===== src/rtl/dac_sample_fifo.sv =====
// Sample FIFO that feeds the dacx311 serializer. A new sample is presented only on a
// rising edge of spi_ready (frame complete); otherwise data/pd are held.
module dac_sample_fifo #(
   parameter  int DEPTH = 16,
   localparam int AW    = $clog2(DEPTH)
) (
   input  logic          clk,
   input  logic          reset,
   input  logic          in_valid,
   output logic          in_ready,
   input  logic [11:0]   in_data,
   input  logic [1:0]    in_pd,
   input  logic          spi_ready,
   output logic [11:0]   data,
   output logic [1:0]    pd,
   output logic [AW:0]   level,
   output logic          underrun,
   output logic [7:0]    underrun_cnt,
   input  logic          clear_cnt
);

   localparam logic [AW:0] FULL_LVL = (AW+1)'(DEPTH);

   logic [13:0]   mem_q [DEPTH];
   logic [AW-1:0] wr_ptr_q, wr_ptr_d;
   logic [AW-1:0] rd_ptr_q, rd_ptr_d;
   logic [AW:0]   level_q, level_d;
   logic          spi_ready_q;
   logic [11:0]   data_q, data_d;
   logic [1:0]    pd_q, pd_d;
   logic          underrun_q, underrun_d;
   logic [7:0]    underrun_cnt_q, underrun_cnt_d;

   logic full, empty, push, pop, frame_edge;

   always_comb begin
      full       = (level_q == FULL_LVL);
      empty      = (level_q == '0);
      push       = in_valid & ~full;
      frame_edge = spi_ready & ~spi_ready_q;
      pop        = frame_edge & ~empty;

      wr_ptr_d       = wr_ptr_q;
      rd_ptr_d       = rd_ptr_q;
      level_d        = level_q;
      data_d         = data_q;
      pd_d           = pd_q;
      underrun_d     = frame_edge & empty;
      underrun_cnt_d = underrun_cnt_q;

      if (push) wr_ptr_d = wr_ptr_q + 1'b1;
      if (pop) begin
         rd_ptr_d = rd_ptr_q + 1'b1;
         data_d   = mem_q[rd_ptr_q][11:0];
         pd_d     = mem_q[rd_ptr_q][13:12];
      end
      // An empty-FIFO push is never bypassed; it simply lands in storage.
      level_d = level_q + {{AW{1'b0}}, push} - {{AW{1'b0}}, pop};

      if (clear_cnt)
         underrun_cnt_d = '0;
      else if (underrun_d && underrun_cnt_q != 8'hff)
         underrun_cnt_d = underrun_cnt_q + 8'd1;
   end

   always_ff @(posedge clk) begin
      if (push) mem_q[wr_ptr_q] <= {in_pd, in_data};
   end

   always_ff @(posedge clk) begin
      if (reset) begin
         wr_ptr_q       <= '0;
         rd_ptr_q       <= '0;
         level_q        <= '0;
         spi_ready_q    <= 1'b0;
         data_q         <= '0;
         pd_q           <= '0;
         underrun_q     <= 1'b0;
         underrun_cnt_q <= '0;
      end else begin
         wr_ptr_q       <= wr_ptr_d;
         rd_ptr_q       <= rd_ptr_d;
         level_q        <= level_d;
         spi_ready_q    <= spi_ready;
         data_q         <= data_d;
         pd_q           <= pd_d;
         underrun_q     <= underrun_d;
         underrun_cnt_q <= underrun_cnt_d;
      end
   end

   assign in_ready     = ~full;
   assign data         = data_q;
   assign pd           = pd_q;
   assign level        = level_q;
   assign underrun     = underrun_q;
   assign underrun_cnt = underrun_cnt_q;

endmodule


===== config.mk =====
export PLATFORM = sky130hd
export DESIGN_NAME = dac_sample_fifo
export DESIGN_NICKNAME = d
export VERILOG_FILES = /design/src/rtl/dac_sample_fifo.sv
export SDC_FILE = /design/constraint.sdc
export NUM_CORES = 1
export LEC_CHECK = 0
export ABC_AREA = 1
export CAP_MARGIN = 25
export CELL_PAD_IN_SITES_DETAIL_PLACEMENT = 2
export CELL_PAD_IN_SITES_GLOBAL_PLACEMENT = 2
export CORE_MARGIN = 10
export CORE_UTILIZATION = 43
export DETAILED_ROUTE_END_ITERATION = 10
export PLACE_DENSITY_LB_ADDON = 0.1
export SLEW_MARGIN = 20
export SYNTH_ARGS = -nofsm -noshare
export SYNTH_HDL_FRONTEND = slang
export SYNTH_SLANG_ARGS = --single-unit

===== constraint.sdc =====
create_clock -name clk -period 5.87 [get_ports clk]
set_clock_uncertainty 0.1 [all_clocks]
set_input_delay 1.174 -clock clk [delete_from_list [all_inputs] [get_ports clk]]
set_output_delay 1.174 -clock clk [all_outputs]
set_load 0.02 [all_outputs]

==> flow_summary.yaml, run 1 <==
synth:
  ys.flop_type: "edfxtp_1"
  yosysMostFrequentCell: "nand2_1"
  synth_top_cell_by_area: "edfxtp_1"
  ys_types: 24
  yosysTopAreaCellShare_pct: 59.83
  synth-seq-area-share_pct: 66.41
  syn_area_sq_um: 11240
  synth_nets: 1158
  ys_seq_elements: 261
  yosysWarningCount: 0
  synthArstFlopShare_pct: 0
  netlist_top_cells_count: "nand2_1 (382), edfxtp_1 (224), nand3_1 (162)"
  avgSynthCellArea_sq_um: 9.985
  ys_top_cells_by_area: "edfxtp_1 (60%), nand2_1 (13%), nand3_1 (7.2%), dfxtp_1 (6.6%), inv_1 (5.1%)"
  synth_edf_count: 224
  netlist_instances: 1126
routing:
  wl_microns: 37360
  routed_via_density: 5.432
  ant_nets: 0
  wl_per_cell_microns: 24.56
  vias: 8262
  drt_iter0_markers: 505
  firstDrtPassIters: 5
  drc: 0
job:
  maxCapViolCount: 0
clock_tree:
  cts_resized: 0
  cts_inserted_buffers: 28
  cts_tree: "built"
  insertion_delay_ns: 0.55
  cts_buffer_depth: 3
  htreeDepth: 1
  clkTransAtPathRegs_ns: 0.06
  cts-hold-fix-buffers: 0
  postCtsSetupBuffers: 0
  clkSinkCount: 261
  root_buffer: "clkbuf_16"
sta:
  fin_hold_ws_ns: 0.4096
  period_share_pct: 56.48
  fmaxAchievable_mhz: 301.6
  tightest_slew_ns: 1.018
  rsz0062_at_grt: "false"
  hold_violations: 0
  maxSlewViolCount: 0
  final.setup.tns_ns: 0
  max-slew-margin-rel_pct: 31.90
  setup_viol: 0
  layout_min_cycle_time_ns: 3.315
worst_setup_path:
  cp-end-kind: "output pin"
  start_kind: "register"
  critPathKind: "reg -> out"
  cp.required_ns: 4.60
  worstPathMaxFanout: 3
  cp.arrival_ns: 2.04
worst_hold_path:
  min_path_type: "reg -> reg"
pwr:
  p_sw_w: 0.001622
  powerDensity_nw_per_um2: 394.9
  p_clk_share_pct: 34.4
  p_int_w: 0.003457
  ir_drop_v: 0.0002807
  p_total_w: 0.005079
  p_seq_share_pct: 43.4
  p_leak_nw: 5.295
  power_frac_comb_pct: 22.2
  power_switching_share_pct: 31.93
floorplan:
  rows: 59
  die-area_sq_um: 33010
  start_util_pct: 43.39
  core_sq_um: 25910
  num_io_pins: 48
  dieWidth_microns: 181.7
  die_height_microns: 181.7
finish:
  layout.nets: 1196
  diodes: 0
  synthToLayoutAreaGrowth_pct: 14.40
  final_core_util_pct: 49.64
  drive_gt1_share_pct: 5.987
place:
  dpl.hpwl_microns: 23530
  gp_congestion: 0.8239
  io_buffer_count: 47
grt:
  grt_pass1_wl_microns: 57280
  antenna_found_initial: 0
  overflow: 0
  grt_usage_pct: 22.50
  grt_max_degree: 77
  grt_pass1_vias: 9244
status:
  status: "finished, final reports clean"
==> area by class of cell <==
type / count / area [sq um]
well taps: 335 / 419.2
clock buffers: 38 / 779.5
multi-input cells: 660 / 2928
flip-flops and latches: 261 / 7472
repair buffers: 60 / 571.8
inverters: 153 / 576.8
fillers: 2667 / 13050
clock inverters: 14 / 115.1
==> metal layers <==
| metal | global-route usage [%] | vias up | share of wire (%) |
|---|---|---|---|
| met2 | 39.65 | 191 | 51 |
| met3 | 2.883 | 70 | 3.9 |
| li1 | - | 3720 | - |
| met4 | 7.289 | 0 | 3.2 |
| met1 | 27.95 | 4281 | 42 |
| met5 | 0 | - | 0 |
==> kinds of logic (layout without fill, tap and decap cells) <==
group                    Yosys count  in the layout  share of synthesized area, %
buffers and inverters            205            265                         7.834
adder cells (fa/ha/maj)           13             13                         1.513
AND/OR/NAND/NOR                  612            612                         22.37
flip-flops                       261            261                         66.41
AO/OA/AOI/OAI                     27             27                         1.246
XOR/XNOR                           8              8                        0.6232
==> registers in the layout (all words and copies together) (netlist names) <==
register,cells
wr_ptr_q,4
underrun_cnt,8
rd_ptr_q,4
level,5
pd,2
mem_q,224
spi_ready_q,1
underrun,1
data,12
==> power by group through the flow <==
stage / sequential, W / combinational [W] / clock (W)
floorplan: 0.00224 / 0.000665 / 0
global placement: 0.00223 / 0.00107 / 0
detailed placement: 0.00224 / 0.00112 / 0
CTS: 0.00220 / 0.00114 / 0.00177
global route: 0.00222 / 0.00126 / 0.00184
finish: 0.00220 / 0.00113 / 0.00175
==> cells in the final DEF (no fill, tap or decap), types with 2 or more instances in the layout <==
master           count
xnor2_1              3
nand4_1              2
clkbuf_16           29
ha_1                12
clkbuf_8             2
o21ai_0              8
inv_1              151
a21oi_1             17
dfxtp_1             35
nand2_1            382
clkinv_2             5
clkdlybuf4s50_1     47
nor2_2              13
nand3_1            162
clkbuf_1             7
nand2_2              2
edfxtp_1           224
nor2_1              49
xor2_1               5
buf_4               12
clkinv_1             6
bufinv_16            2
==> final timing paths <==
path / startpoint / to / slack [ns] / depth (start not counted)
worst max-delay path: level[2] / in_ready / 2.55 / 4
worst min-delay path: underrun_cnt[0] / underrun_cnt[0] / 0.41 / 1
worst max register to register: rd_ptr_q[0] / data[8] / 2.93 / 10
worst min register to register: underrun_cnt[0] / underrun_cnt[0] / 0.41 / 1
==> stage by stage <==
step	setup slack [ns]	area, sq um	std cells
6_report	2.555	12860	1521
5_1_grt	2.440	12860	1521
4_1_cts	2.544	12850	1520
3_5_place_dp	2.150	11960	1468
3_3_place_gp	2.219	11960	1468
2_1_floorplan	2.662	11240	1126
==> critical path: stages (launching register included) <==
cell,delay [ns]
dfxtp_1,0.37
inv_1,0.08
ha_1,0.26
nand3_1,0.14
clkdlybuf4s50_1,0.63
(Power assumes the default switching activity.)
==> run 2: changes to the inputs <==
- CORE_UTILIZATION: 43 -> 40
- clock period: 5.87 -> 3.1 ns (I/O delays scaled with it)
==> flow_summary.yaml, run 2 (same netlist as run 1, synthesis figures left out) <==
worst_setup_path:
  worstPathMaxFanout: 5
  critPathKind: "reg -> reg"
  cpMaxStageDelayCell: "fa_1"
  cp.arrival_ns: 3.15
  path_cells: "inv_1, ha_1, nand3_1, nand2_1, ha_1, inv_1, ha_1, inv_1, fa_1, o31ai_1, o21ai_0, a21oi_1"
  cp.required_ns: 3.47
  slowest_delay_ns: 0.41
  start_kind: "register"
  cp-end-kind: "register"
clock_tree:
  clkTransAtPathRegs_ns: 0.06
  root_buffer: "clkbuf_16"
  cts_resized: 0
  cts_tree: "built"
  insertion_delay_ns: 0.56
  postCtsSetupBuffers: 0
  cts_inserted_buffers: 29
  cts-hold-fix-buffers: 0
  clkSinkCount: 261
  htreeDepth: 1
  cts_buffer_depth: 3
grt:
  grt_max_degree: 115
  grt_pass1_wl_microns: 54050
  grt_usage_pct: 19.90
  antenna_found_initial: 1
  grt_pass1_vias: 8802
  overflow: 0
finish:
  largest_reg_flops: 224
  layout_common_cells: "nand2_1 (382), edfxtp_1 (224), nand3_1 (162)"
  drive_gt1_share_pct: 8.264
  synthToLayoutAreaGrowth_pct: 17.46
  multi_input_area_sq_um: 2935
  regMostFlops: "mem_q"
  fillCellCount: 2963
  regArea_sq_um: 7472
  layout_commonest_cell: "nand2_1"
  layout.nets: 1219
  final_core_util_pct: 47.54
routing:
  routed_via_density: 5.105
  vias: 8112
  wl_microns: 35300
  ant_nets: 0
  firstDrtPassIters: 5
  drt_iter0_markers: 445
  drc: 0
  wl_per_cell_microns: 22.22
sta:
  period_share_pct: 89.79
  post-route-worst-setup-slack_ns: 0.3165
  hold_violations: 0
  rsz0062_at_grt: "false"
  maxSlewViolCount: 0
  tightest_slew_ns: 0.8830
  setup_viol: 0
  fmaxAchievable_mhz: 359.3
  layout_min_cycle_time_ns: 2.784
  max-slew-margin-rel_pct: 41.07
floorplan:
  dieWidth_microns: 187.7
  die-area_sq_um: 35210
  num_io_pins: 48
  rows: 61
  start_util_pct: 40.47
  core_sq_um: 27780
  die_height_microns: 187.7
place:
  gp_congestion: 0.7429
  dp_slack_ns: -0.09583
  dpl.hpwl_microns: 21110
  io_buffer_count: 47
pwr:
  powerDensity_nw_per_um2: 729.6
  ir_drop_v: 0.0004564
  p_total_w: 0.009635
  p_leak_nw: 5.464
worst_hold_path:
  min_path_type: "reg -> reg"
status:
  status: "finished, final reports clean"
job:
  maxCapViolCount: 0
run 2: changes by cell type in the layout (fill, tap and decap cells not counted), moves of 3 or more:
cell,delta
nor2_1,-3
buf_4,+17
buf_12,+6
nor2_2,+3
clkbuf_8,+4
run 2: report_power, final:
part	switching [W]	internal, W	total (W)
sequential	0.0000988	0.00400	0.00410
clock	0.00140	0.00199	0.00338
combinational	0.00147	0.000678	0.00215
total	0.00297	0.00667	0.00964
run 2: worst paths after layout:
path                                 startpoint               to  slack, ns  cells past startpoint
worst max-delay path                   level[2]         level[4]       0.32                     12
worst min-delay path            underrun_cnt[0]  underrun_cnt[0]       0.41                      1
worst max register to register         level[2]         level[4]       0.32                     12
worst min register to register  underrun_cnt[0]  underrun_cnt[0]       0.41                      1
run 2: worst max-delay path: cells and delay by family, from the launching register on:
| kind | cells | cell delay (ns) |
|---|---|---|
| buffers and inverters | 3 | 0.20 |
| DFF | 1 | 0.35 |
| AOI/OAI and AO/OA | 3 | 0.67 |
| and+or+nand+nor | 2 | 0.26 |
| adders and majority gates | 4 | 1.14 |
run 2: final cells by class:
type	count	area share (%)
antenna	1	0.01895
multi-input combinational	660	22.23
timing repair buffer	82	6.120
clock buffer	42	6.480
tap	378	3.581
clock inverter	12	0.6253
sequential	261	56.58
inverter	153	4.368
run 2: per-stage QoR:
| step | hold WS, ns | area [sq um] | TNS, ns | std cells |
|---|---|---|---|---|
| 6_report | 0.4136 | 13210 | 0 | 1589 |
| 5_1_grt | 0.4570 | 13200 | 0 | 1588 |
| 4_1_cts | 0.4261 | 13200 | 0 | 1588 |
| 3_5_place_dp | 0.4110 | 12270 | -0.09583 | 1534 |
| 3_3_place_gp | 0.4018 | 12270 | 0 | 1534 |
| 2_1_floorplan | 0.3982 | 11240 | 0 | 1126 |
run 2: layer usage:
metal / wire, microns / track usage [%]
met5: 0 / 0
met3: 1348 / 2.672
met1: 15230 / 25.28
met4: 636 / 4.277
met2: 18090 / 35.28
